### config.mk
export PLATFORM = sky130hd
export DESIGN_NAME = button_conditioner
export DESIGN_NICKNAME = d
export VERILOG_FILES = /design/src/rtl/button_pkg.sv /design/src/rtl/sync_2ff.sv /design/src/rtl/button_conditioner.sv
export SDC_FILE = /design/constraint.sdc
export NUM_CORES = 1
export LEC_CHECK = 0
export ABC_AREA = 1
export BUFFER_PORTS_ARGS = -buffer_cell sky130_fd_sc_hd__buf_2
export CORE_UTILIZATION = 30
export CTS_CLUSTER_DIAMETER = 50
export DETAILED_ROUTE_END_ITERATION = 8
export PLACE_DENSITY = 0.52
export SYNTH_ARGS = -nofsm -noshare
export SYNTH_HDL_FRONTEND = slang
export SYNTH_SLANG_ARGS = --single-unit
### constraint.sdc
create_clock -name clk -period 4.6 [get_ports clk]
set_clock_uncertainty 0.05 [all_clocks]
set_input_delay 1.15 -clock clk [delete_from_list [all_inputs] [get_ports clk]]
set_output_delay 1.15 -clock clk [all_outputs]
set_load 0.02 [all_outputs]
### src/rtl/button_pkg.sv
// Shared types and default timing for the push-button conditioning slice.
// Contents:
//   btn_state_t             - conditioner FSM state
//   DefaultDebounceCycles   - 10 ms stability window at the 12 MHz board clock
//   DefaultLongPressCycles  - 0.5 s hold window at the 12 MHz board clock
package button_pkg;

    typedef enum logic [2:0] {
        IDLE,
        PRESS_DB,
        PRESSED,
        LONG_HELD,
        RELEASE_DB
    } btn_state_t;

    localparam int unsigned DefaultDebounceCycles  = 120000;
    localparam int unsigned DefaultLongPressCycles = 6000000;

endpackage

### src/rtl/sync_2ff.sv
// Two-flop synchronizer for a single asynchronous pad input.
// Ports:
//   clk  in   clock of the destination domain
//   rst  in   synchronous, active-high; loads RESET_VAL into both flops
//   d    in   asynchronous input
//   q    out  synchronized copy of d, two cycles of latency
module sync_2ff #(
    parameter bit RESET_VAL = 1'b0
) (
    input  logic clk,
    input  logic rst,
    input  logic d,
    output logic q
);

    logic meta_q;

    always_ff @(posedge clk) begin
        if (rst) begin
            meta_q <= RESET_VAL;
            q      <= RESET_VAL;
        end else begin
            meta_q <= d;
            q      <= meta_q;
        end
    end

endmodule

### src/rtl/button_conditioner.sv
// Push-button conditioner: turns a raw, bouncy, asynchronous button into clean
// single-cycle events in the clk domain, plus a debounced level and a long-press event.
// Ports:
//   clk            in   system clock
//   rst            in   synchronous, active-high reset
//   ena            in   block enable; low forces idle and clears all outputs
//   button_raw     in   asynchronous pad input
//   button_level   out  debounced pressed level (registered)
//   press_pulse    out  one-cycle strobe on an accepted press
//   release_pulse  out  one-cycle strobe on an accepted release
//   long_pulse     out  one-cycle strobe when the hold reaches LONG_PRESS_CYCLES
module button_conditioner
    import button_pkg::*;
#(
    parameter int unsigned DEBOUNCE_CYCLES   = DefaultDebounceCycles,
    parameter int unsigned LONG_PRESS_CYCLES = DefaultLongPressCycles,
    parameter bit          ACTIVE_LOW        = 1'b0
) (
    input  logic clk,
    input  logic rst,
    input  logic ena,
    input  logic button_raw,
    output logic button_level,
    output logic press_pulse,
    output logic release_pulse,
    output logic long_pulse
);

    localparam int unsigned DebW  = $clog2(DEBOUNCE_CYCLES);
    localparam int unsigned HoldW = $clog2(LONG_PRESS_CYCLES);

    localparam logic [DebW-1:0]  DebLast  = DebW'(DEBOUNCE_CYCLES - 1);
    localparam logic [DebW-1:0]  DebOne   = DebW'(1);
    localparam logic [HoldW-1:0] HoldLast = HoldW'(LONG_PRESS_CYCLES - 1);
    localparam logic [HoldW-1:0] HoldOne  = HoldW'(1);

    logic sync_out;
    logic s;

    btn_state_t       state_q, state_d;
    logic [DebW-1:0]  deb_q, deb_d;
    logic [HoldW-1:0] hold_q, hold_d;
    logic             long_fired_q, long_fired_d;
    logic             level_q, level_d;
    logic             press_q, press_d;
    logic             rel_q, rel_d;
    logic             long_q, long_d;

    // Synchronizer resets to the pad's idle level so s reads "not pressed".
    sync_2ff #(
        .RESET_VAL (ACTIVE_LOW)
    ) u_sync (
        .clk (clk),
        .rst (rst),
        .d   (button_raw),
        .q   (sync_out)
    );

    assign s = sync_out ^ ACTIVE_LOW;

    always_ff @(posedge clk) begin
        if (rst) begin
            state_q      <= IDLE;
            deb_q        <= '0;
            hold_q       <= '0;
            long_fired_q <= 1'b0;
            level_q      <= 1'b0;
            press_q      <= 1'b0;
            rel_q        <= 1'b0;
            long_q       <= 1'b0;
        end else begin
            state_q      <= state_d;
            deb_q        <= deb_d;
            hold_q       <= hold_d;
            long_fired_q <= long_fired_d;
            level_q      <= level_d;
            press_q      <= press_d;
            rel_q        <= rel_d;
            long_q       <= long_d;
        end
    end

    always_comb begin
        state_d      = state_q;
        deb_d        = deb_q;
        hold_d       = hold_q;
        long_fired_d = long_fired_q;
        level_d      = level_q;
        press_d      = 1'b0;
        rel_d        = 1'b0;
        long_d       = 1'b0;

        if (!ena) begin
            // Disable drops straight to idle without announcing a release.
            state_d      = IDLE;
            deb_d        = '0;
            hold_d       = '0;
            long_fired_d = 1'b0;
            level_d      = 1'b0;
        end else begin
            unique case (state_q)
                IDLE: begin
                    if (s) begin
                        state_d = PRESS_DB;
                        deb_d   = '0;
                    end
                end
                PRESS_DB: begin
                    if (!s) begin
                        state_d = IDLE;
                    end else if (deb_q == DebLast) begin
                        state_d      = PRESSED;
                        press_d      = 1'b1;
                        level_d      = 1'b1;
                        hold_d       = '0;
                        long_fired_d = 1'b0;
                    end else begin
                        deb_d = deb_q + DebOne;
                    end
                end
                PRESSED: begin
                    // hold_q is left untouched on exit so a rejected release resumes it.
                    if (!s) begin
                        state_d = RELEASE_DB;
                        deb_d   = '0;
                    end else if (hold_q == HoldLast) begin
                        state_d      = LONG_HELD;
                        long_d       = 1'b1;
                        long_fired_d = 1'b1;
                    end else begin
                        hold_d = hold_q + HoldOne;
                    end
                end
                LONG_HELD: begin
                    if (!s) begin
                        state_d = RELEASE_DB;
                        deb_d   = '0;
                    end
                end
                RELEASE_DB: begin
                    if (s) begin
                        state_d = long_fired_q ? LONG_HELD : PRESSED;
                    end else if (deb_q == DebLast) begin
                        state_d      = IDLE;
                        rel_d        = 1'b1;
                        level_d      = 1'b0;
                        long_fired_d = 1'b0;
                    end else begin
                        deb_d = deb_q + DebOne;
                    end
                end
                default: begin
                    state_d      = IDLE;
                    deb_d        = '0;
                    hold_d       = '0;
                    long_fired_d = 1'b0;
                    level_d      = 1'b0;
                end
            endcase
        end
    end

    assign button_level  = level_q;
    assign press_pulse   = press_q;
    assign release_pulse = rel_q;
    assign long_pulse    = long_q;

endmodule

=== Word level (Yosys, flattened, before mapping) ===
Cells that the tools add are included.

* Bitwise logic cells: 8
* Mux-type cells: 34
* $mul: 0
* Shifts and indexed selects: 0
* Equality and inequality tests: 19
* Reductions and logical operators: 14
* Divide/modulo/power cells: 0
* Add/sub/neg operators: 2
* $lt $le $gt $ge: 0

{| class="wikitable"
|+ Operators by type and width
! cell !! number
|-
| $mux W23 || 4
|-
| $mux W17 || 5
|-
| $pmux W23 S3 || 1
|-
| $pmux W17 S4 || 1
|-
| $mux W3 || 8
|-
| $add A23 B1 Y23 const B || 1
|-
| $eq A23 B23 Y1 const B || 1
|-
| $reduce_and A5 Y1 || 4
|-
| $add A17 B1 Y17 const B || 1
|-
| $eq A17 B17 Y1 const B || 1
|-
| $pmux W3 S5 || 1
|-
| $ne A2 B2 Y1 const B || 7
|-
| $mux W1 || 12
|-
| $reduce_or A4 Y1 || 3
|-
| $not A1 Y1 || 8
|-
| $eq A3 B2 Y1 const B || 2
|-
| $ne A2 B1 Y1 const B || 3
|-
| $ne A3 B3 Y1 const B || 2
|-
| $reduce_or A2 Y1 || 3
|-
| $reduce_or A3 Y1 || 2
|-
| $pmux W1 S4 || 1
|-
| $reduce_and A4 Y1 || 1
|-
| $eq A3 B1 Y1 const B || 1
|-
| $eq A3 B3 Y1 const B || 1
|-
| 3 further kinds || 3
|}

* Output and inout bits: 4
* Logic and storage cells: 87
* Bits in writable memories: 0
* Memory bits (read-only): 0
* Memories kept: 0
* Bits in registers: 50
* Latch bits: 0
* Input bits: 4

=== Depth between registers and ports, before layout ===
Gate-level depths: netlist (run 1).

* Depth after elaboration: 4
* Gate-level depth with buffers: 12

=== Cells and area by module ===
Synthesis (run 1) repeated with hierarchy kept, for this count alone.

* Cell total of the unflattened synthesis: 564
* Area total of the unflattened synthesis: 3375.7 µm²

{| class="wikitable"
|+ Modules (own cells, without submodules)
! module !! cells each !! area an instance (µm²) !! times used !! seq. area each (µm²)
|-
| button_conditioner || 558 || 3320.7 || 1 || 960.9
|-
| sync_2ff || 6 || 55.1 || 1 || 40.0
|}

=== Least setup slack after synthesis (run 1) ===
OpenSTA, ideal clock, no wires.

* Kind: in2reg
* Start: input port ena
* End: register deb_q[6]
* Cell stages on the path: 6
* Data arrival time: 2.054 ns
* Path buffers: 0
* Setup time: 0.070 ns
* Required time: 4.480 ns
* Setup slack: 2.426 ns
* Path through: inv_1 nor2_1 inv_2 a21oi_2 o21ai_1 a21oi_1

* Word-level cells in the longest chain between the ends: 2

{| class="wikitable"
|+ Ends and longest elaborated chain
! item !! line !! RTL
|-
| from (decl) || button_conditioner.sv:21 || <nowiki>input logic ena,</nowiki>
|-
| $not A1 Y1 (no line) || n/a ||
|-
| $reduce_or A2 Y1 (no line) || n/a ||
|-
| to (signal assigned) || button_conditioner.sv:64 || <nowiki>deb_q <= '0;</nowiki>
|-
| to (signal assigned) || button_conditioner.sv:73 || <nowiki>deb_q <= deb_d;</nowiki>
|-
| to (decl) || button_conditioner.sv:41 || <nowiki>logic [DebW-1:0] deb_q, deb_d;</nowiki>
|}

Every way passes these cells.
A chain may end at the register's enable or synchronous reset.

=== Worst setup path after layout (run 1) ===
* Start: input port rst
* End: register deb_q[6]

* Word-level cells in the longest chain between the ends: 1

{| class="wikitable"
|+ Ends and longest elaborated chain
! item !! line !! RTL
|-
| from (decl) || button_conditioner.sv:20 || <nowiki>input logic rst,</nowiki>
|-
| $reduce_or A2 Y1 (no line) || n/a ||
|}

Every way passes these cells.

==> impl_metrics.py, run 1 <==
metrics = {
    "outcome": {
        "outcome": "finished, final reports clean",
    },
    "placed_design": {
        "place_area_sq_um": 3300,
        "io_buffers": 7,
        "hpwlAfterDp_um": 5710,
        "routabilityCongestion": 0.853,
    },
    "route": {
        "wl_per_cell_um": 11.8,
        "drtIter0Drc": 202,
        "vias_per_cell": 4.72,
        "vias": 3101,
        "drt.antenna.violating_nets": 0,
        "first_pass_iters": 4,
        "drc_errors": 0,
        "drt_wl_total_um": 7780,
    },
    "logic_synthesis": {
        "synth_seq_area_share": 0.317,
        "ys_seq_elements": 50,
        "syn_inst": 515,
        "ys_types": 34,
        "synthAdderAreaFrac": 0.00793,
        "async_flop_share": 0,
        "yosys.area_share.simple": 0.465,
        "synth_compound_area_frac": 0.0896,
        "ys_dominant_reg_cell": "dfxtp_1",
        "ys_warn_count": 0,
        "syn_area_per_cell_sq_um": 6.12,
        "synth_mux_area_frac": 0,
        "syn-cell-area_sq_um": 3150,
        "synth_top_family_by_area": "simple AND/OR/NAND/NOR gates",
        "synth_xor_area_frac": 0.0333,
        "synth_enable_flop_cells": 0,
        "synth_nets": 521,
    },
    "die": {
        "die_area_sq_um": 10900,
        "die_h_um": 105,
        "core_sq_um": 10300,
        "io_pins": 8,
        "die_w_um": 105,
        "initial_core_util": 0.307,
        "num_rows": 37,
    },
    "worst_setup_path": {
        "r2r_setup_slack_ns": 2.60,
        "cp_num_buf_inv": 2,
        "path_cells": "buf_2 > nor2_1 > inv_2 > a21oi_2 > o21ai_1 > a21oi_1",
        "crit_fanout": 28,
        "cp_top_family": "compound AO/OA/AOI/OAI gates",
        "cp-end-kind": "register",
        "crit_slowest_cell": "nor2_1",
        "max_stage_delay_ns": 0.41,
        "crit_type": "primary input to register",
        "r2r-start": "deb_q[0]$_SDFFE_PP0P_",
        "crit_start": "rst",
        "worst_ep_arrival_time_ns": 2.68,
        "crit_required_ns": 4.79,
        "cp-start-kind": "primary input",
    },
    "power_and_ir_drop": {
        "peakVddDrop_v": 0.000134,
        "powerDensity_nw_per_um2": 244,
        "leakage_uw": 0.00113,
        "p_total_uw": 823,
    },
    "global_routing": {
        "grt_overflow": 0,
        "grt_pass1_wl_um": 13400,
        "track_usage": 0.151,
        "antenna_found_initial": 0,
        "first_global_vias": 2794,
        "grt_max_degree": 29,
    },
    "clocking": {
        "clock-sinks": 50,
        "cts_hold_buffers": 0,
        "cts-resized-gates": 0,
        "clk_pin_slew_worst_paths_ns": 0.09,
        "clockRootBuffer": "clkbuf_8",
        "cts_tree": "yes",
        "clk_path_buf_depth": 2,
        "post_cts_buffers": 0,
        "clock_latency_ns": 0.31,
        "numCtsBuffers": 5,
        "h-tree-depth": 2,
    },
    "job": {
        "cap_violations": 0,
    },
    "final_layout": {
        "drive_gt1_frac": 0.0979,
        "layout-area-overhead-vs-synth_pct": 6.98,
        "nets": 527,
        "final_area_sq_um": 3370,
        "diodes": 0,
    },
    "sta": {
        "hold_viol": 0,
        "layout_worst_path_cycle_share": 0.543,
        "tns_ns": 0,
        "fmax_mhz": 401,
        "worst_pin_slew_ns": 0.547,
        "min_period_ns": 2.50,
        "setup_viol_count_final": 0,
        "drv_slew": 0,
        "grt_setup_unrepaired": "no",
        "max-slew-margin-rel": 0.632,
    },
    "worst_hold_path": {
        "min_from": "u_sync.meta_q$_SDFF_PP0_",
        "hold_path_class": "register to register",
    },
}
-- synthesized netlist by cell type, types with 5 or more instances --
master | count | share of area
nor2_1 | 94 | 0.11
a21oi_1 | 40 | 0.063
xor2_1 | 7 | 0.019
nand3_1 | 40 | 0.063
nand2_1 | 156 | 0.19
nand4_1 | 9 | 0.018
dfxtp_1 | 50 | 0.32
nor3_1 | 11 | 0.017
nand2_2 | 6 | 0.012
inv_2 | 12 | 0.014
nor2_2 | 5 | 0.0099
inv_1 | 42 | 0.050
xnor2_1 | 5 | 0.014
-- where the power goes --
part	switching [uW]	total, uW	internal (uW)
logic	96.4	127	31.0
clock network	151	253	103
registers	4.56	442	437
-- through the flow --
step	cells	setup WS [ns]	utilization	hold slack [ns]
2_1_floorplan	515	2.43	-	0.338
3_3_place_gp	650	1.79	0.321	0.354
3_5_place_dp	650	1.75	0.321	0.345
4_1_cts	657	2.06	0.328	0.359
5_1_grt	657	1.95	0.328	0.390
6_report	657	2.10	0.328	0.358
-- registers in the layout (all words and copies together), names as in the netlist --
register and cells:
button_level 1, deb_q 17, hold_q 23, long_fired_q 1
long_pulse 1, press_pulse 1, release_pulse 1, state_q 3
u_sync.meta_q 1, u_sync.q 1
-- metal layers --
| metal | vias to the layer above | track usage | routed length, um |
|---|---|---|---|
| li1 | 1659 | - | - |
| met2 | 48 | 0.230 | 3430 |
| met5 | - | 0 | 0 |
| met1 | 1385 | 0.217 | 3910 |
| met3 | 9 | 0.0231 | 333 |
| met4 | 0 | 0.0459 | 112 |
-- logic make-up (layout without fill, tap and decap cells) --
| family | count (synthesis) | after routing |
|---|---|---|
| AOI/OAI and AO/OA | 52 | 52 |
| xor gates and xnor gates | 12 | 12 |
| adders and majority gates | 2 | 2 |
| buffers and inverters | 63 | 69 |
| DFF | 50 | 50 |
| and+or+nand+nor | 336 | 336 |
-- area by class of cell --
type                            count  area (sq um)
Inverter                           55           209
Clock buffer                        5          68.8
Tap cell                          136           170
Clock inverter                      2          10.0
Timing Repair Buffer                7          35.0
Multi-Input combinational cell    402          1880
Sequential cell                    50          1000
Fill cell                        1166          6900
-- layout by cell type (no fill, tap or decap), drive strengths merged, types with 2 or more instances in the layout --
cell type / instances
clkbuf: 5
nor3: 12
clkinv: 2
nor2: 102
nor4: 2
nand4: 9
a21oi: 43
dfxtp: 50
xor2: 7
nand3: 44
nand2: 164
o21ai: 5
buf: 7
xnor2: 5
inv: 55
ha: 2
-- worst register-to-register path, stage by stage (launching register included) --
cell and delay, ns:
dfxtp_1 0.38, ha_1 0.21, nand2_1 0.10, nor2_4 0.21
nand3_2 0.13, nand2_2 0.12, nand2_4 0.08, nor2_8 0.34
nand3_1 0.15, nand2_1 0.09, nor2_1 0.04
-- final timing paths --
kind | cells past startpoint | endpoint
setup / recovery | 6 | deb_q[6]$_SDFFE_PP0P_
setup reg to reg | 10 | hold_q[18]$_SDFFE_PP0P_
hold reg to reg | 2 | u_sync.q$_SDFF_PP0_
hold / removal | 2 | u_sync.q$_SDFF_PP0_
Power figures use the tool's default switching activity.
==> inputs of run 2 (changes only) <==
Settings changed: ABC_AREA 1 to 0, PLACE_DENSITY 0.52 to 0.54.
Clock period 4.6 ns to 2.2 ns, I/O delays scaled along.
==> run 2 against run 1 <==
Clock power rose to 2.6 times the previous value. Sequential share of layout area grew 1.4 points. Worst setup slack worse by 2.1 ns. Synthesized area down 20%. Combinational power shrank 61%. Final cell count down 31%. Critical path depth unchanged. Sequential power grew 110%. Global-route usage shrank 0.87 points. Non-clock buffer count rose by 47. Critical endpoint is now hold_q[14]$_SDFFE_PP0P_. Largest cell class unchanged. Largest power group unchanged.
==> impl_metrics.py, run 2 <==
metrics = {
    "outcome": {
        "outcome": "finished, final reports clean",
    },
    "logic_synthesis": {
        "ys_warn_count": 0,
        "synth_nets": 307,
        "async_flop_share": 0,
        "syn-cell-area_sq_um": 2530,
        "syn_inst": 301,
        "ys_dominant_reg_cell": "dfxtp_1",
        "synth_seq_area_share": 0.396,
        "synth_enable_flop_cells": 0,
        "syn_area_per_cell_sq_um": 8.40,
        "synth_top_cells_by_count": "dfxtp_1, nor2_1, nand2_1, xor2_1, o21ai_0",
        "yosysMostFrequentCell": "dfxtp_1",
        "ys_types": 51,
        "ys_top_cells_by_area": "dfxtp_1, xor2_1, nor2_1",
        "ys_seq_elements": 50,
        "synth.top_cell.area_share": 0.396,
        "synth_top_cell_by_area": "dfxtp_1",
    },
    "route": {
        "drt_wl_total_um": 5890,
        "drc_errors": 0,
        "vias": 2256,
        "wl_per_cell_um": 13.0,
        "drtIter0Drc": 86,
        "first_pass_iters": 4,
        "drt.antenna.violating_nets": 0,
        "vias_per_cell": 4.98,
    },
    "clocking": {
        "cts_hold_buffers": 0,
        "clk_pin_slew_worst_paths_ns": 0.10,
        "h-tree-depth": 2,
        "clock-sinks": 50,
        "clockRootBuffer": "clkbuf_8",
        "numCtsBuffers": 5,
        "clock_latency_ns": 0.30,
        "clk_path_buf_depth": 2,
        "cts_tree": "yes",
    },
    "worst_setup_path": {
        "cp-end-kind": "register",
        "worstRegToRegCells": 6,
        "worst_ep_arrival_time_ns": 2.36,
        "r2r_setup_slack_ns": 0.03,
        "r2r-start": "deb_q[6]$_SDFFE_PP0P_",
        "crit_type": "register to register",
        "cp-start-kind": "register",
        "crit_fanout": 7,
        "crit_required_ns": 2.40,
        "crit_start": "deb_q[6]$_SDFFE_PP0P_",
    },
    "sta": {
        "fmax_mhz": 462,
        "min_period_ns": 2.17,
        "setup_viol_count_final": 0,
        "drv_slew": 0,
        "tns_ns": 0,
        "grt_setup_unrepaired": "yes",
        "worst_pin_slew_ns": 0.426,
        "layout_worst_path_cycle_share": 0.985,
        "hold_viol": 0,
        "max-slew-margin-rel": 0.715,
    },
    "die": {
        "initial_core_util": 0.309,
        "core_sq_um": 8180,
        "die_h_um": 93.8,
        "io_pins": 8,
        "die_w_um": 93.8,
        "die_area_sq_um": 8800,
        "num_rows": 33,
    },
    "job": {
        "cap_violations": 0,
    },
    "global_routing": {
        "track_usage": 0.142,
        "first_global_vias": 2096,
        "grt_max_degree": 18,
        "grt_pass1_wl_um": 9890,
        "grt_overflow": 0,
        "antenna_found_initial": 0,
    },
    "final_layout": {
        "drive_gt1_frac": 0.244,
        "largest_reg_flops": 23,
        "diodes": 0,
        "top_regs": "hold_q (23), deb_q (17), state_q (3)",
        "layout-area-overhead-vs-synth_pct": 27.9,
        "final_core_utilization": 0.396,
        "nets": 353,
        "n_fill_cell": 826,
        "final_area_sq_um": 3230,
        "top_register": "hold_q",
        "final_common_cell": "dfxtp_1",
        "layout_common_cells": "dfxtp_1, nor2_1, buf_4",
    },
    "worst_hold_path": {
        "min_from": "rst",
        "holdPathStages": 2,
        "hold_path_class": "primary input to register",
    },
    "placed_design": {
        "hpwlAfterDp_um": 4170,
        "place_area_sq_um": 2970,
        "routabilityCongestion": 0.779,
        "io_buffers": 7,
    },
    "power_and_ir_drop": {
        "peakVddDrop_v": 0.000202,
        "p_total_uw": 1630,
        "leakage_uw": 0.00113,
        "powerDensity_nw_per_um2": 503,
    },
}
==> run 2: power breakdown <==
part	leakage (uW)	switching (uW)	internal [uW]	total [uW]
Sequential	0.000404	0.491	906	907
Clock	0.0000504	331	339	670
Combinational	0.000678	30.4	19.0	49.4
Total	0.00113	362	1260	1630
==> run 2: path summary, 6_finish.rpt <==
path | to
worst min-delay path | u_sync.meta_q$_SDFF_PP0_
worst max-delay path | hold_q[14]$_SDFFE_PP0P_
worst min register to register | u_sync.q$_SDFF_PP0_
worst max register to register | hold_q[14]$_SDFFE_PP0P_
==> run 2: stage by stage <==
stage | setup WS (ns) | cells | hold slack (ns)
6_report | 0.0341 | 453 | 0.390
5_1_grt | -0.0906 | 453 | 0.395
4_1_cts | -0.0176 | 452 | 0.391
3_5_place_dp | -0.146 | 443 | 0.408
3_3_place_gp | -0.0754 | 443 | 0.405
2_1_floorplan | 0.0250 | 301 | 0.364
==> run 2: worst max-delay path, cell delays in order (launching register included) <==
cell and delay, ns:
dfxtp_1 0.32, or4b_4 0.55, nor4_4 0.16, a32o_2 0.35, o21ai_4 0.13, or4_1 0.47, nand2_1 0.08
==> run 2: logic make-up (layout without fill, tap and decap cells) <==
group	after synthesis	count (layout)	synth area share
compound gates	57	57	0.161
flops	50	50	0.396
buf+inv	20	67	0.0332
mux	3	3	0.0119
simple gates	142	142	0.294
fa+ha+maj	2	2	0.00989
xor+xnor	27	27	0.0935
==> run 2: repair_timing <==
item                                    4_1_cts  5_1_grt
setup buffers                                 1        2
endpoints found under the setup margin       29       33
resized for setup                             7       24
pin swaps                                     3       15
==> run 2: cell type report <==
cell class,count,area [sq um],area share
clock buffer,5,68.8,0.0213
timing repair buffer,54,410,0.127
tap,105,131,0.0406
multi-input combinational,231,1560,0.481
inverter,5,18.8,0.00580
sequential,50,1000,0.310
clock inverter,3,45.0,0.0139
==> run 2: routing by layer <==
layer / vias to the layer above / part of all wire / global-route usage
li1: 1171 / - / -
met1: 1059 / 0.50 / 0.192
met2: 24 / 0.47 / 0.233
met3: 2 / 0.020 / 0.0243
met4: 0 / 0.0061 / 0.0346
met5: - / 0 / 0
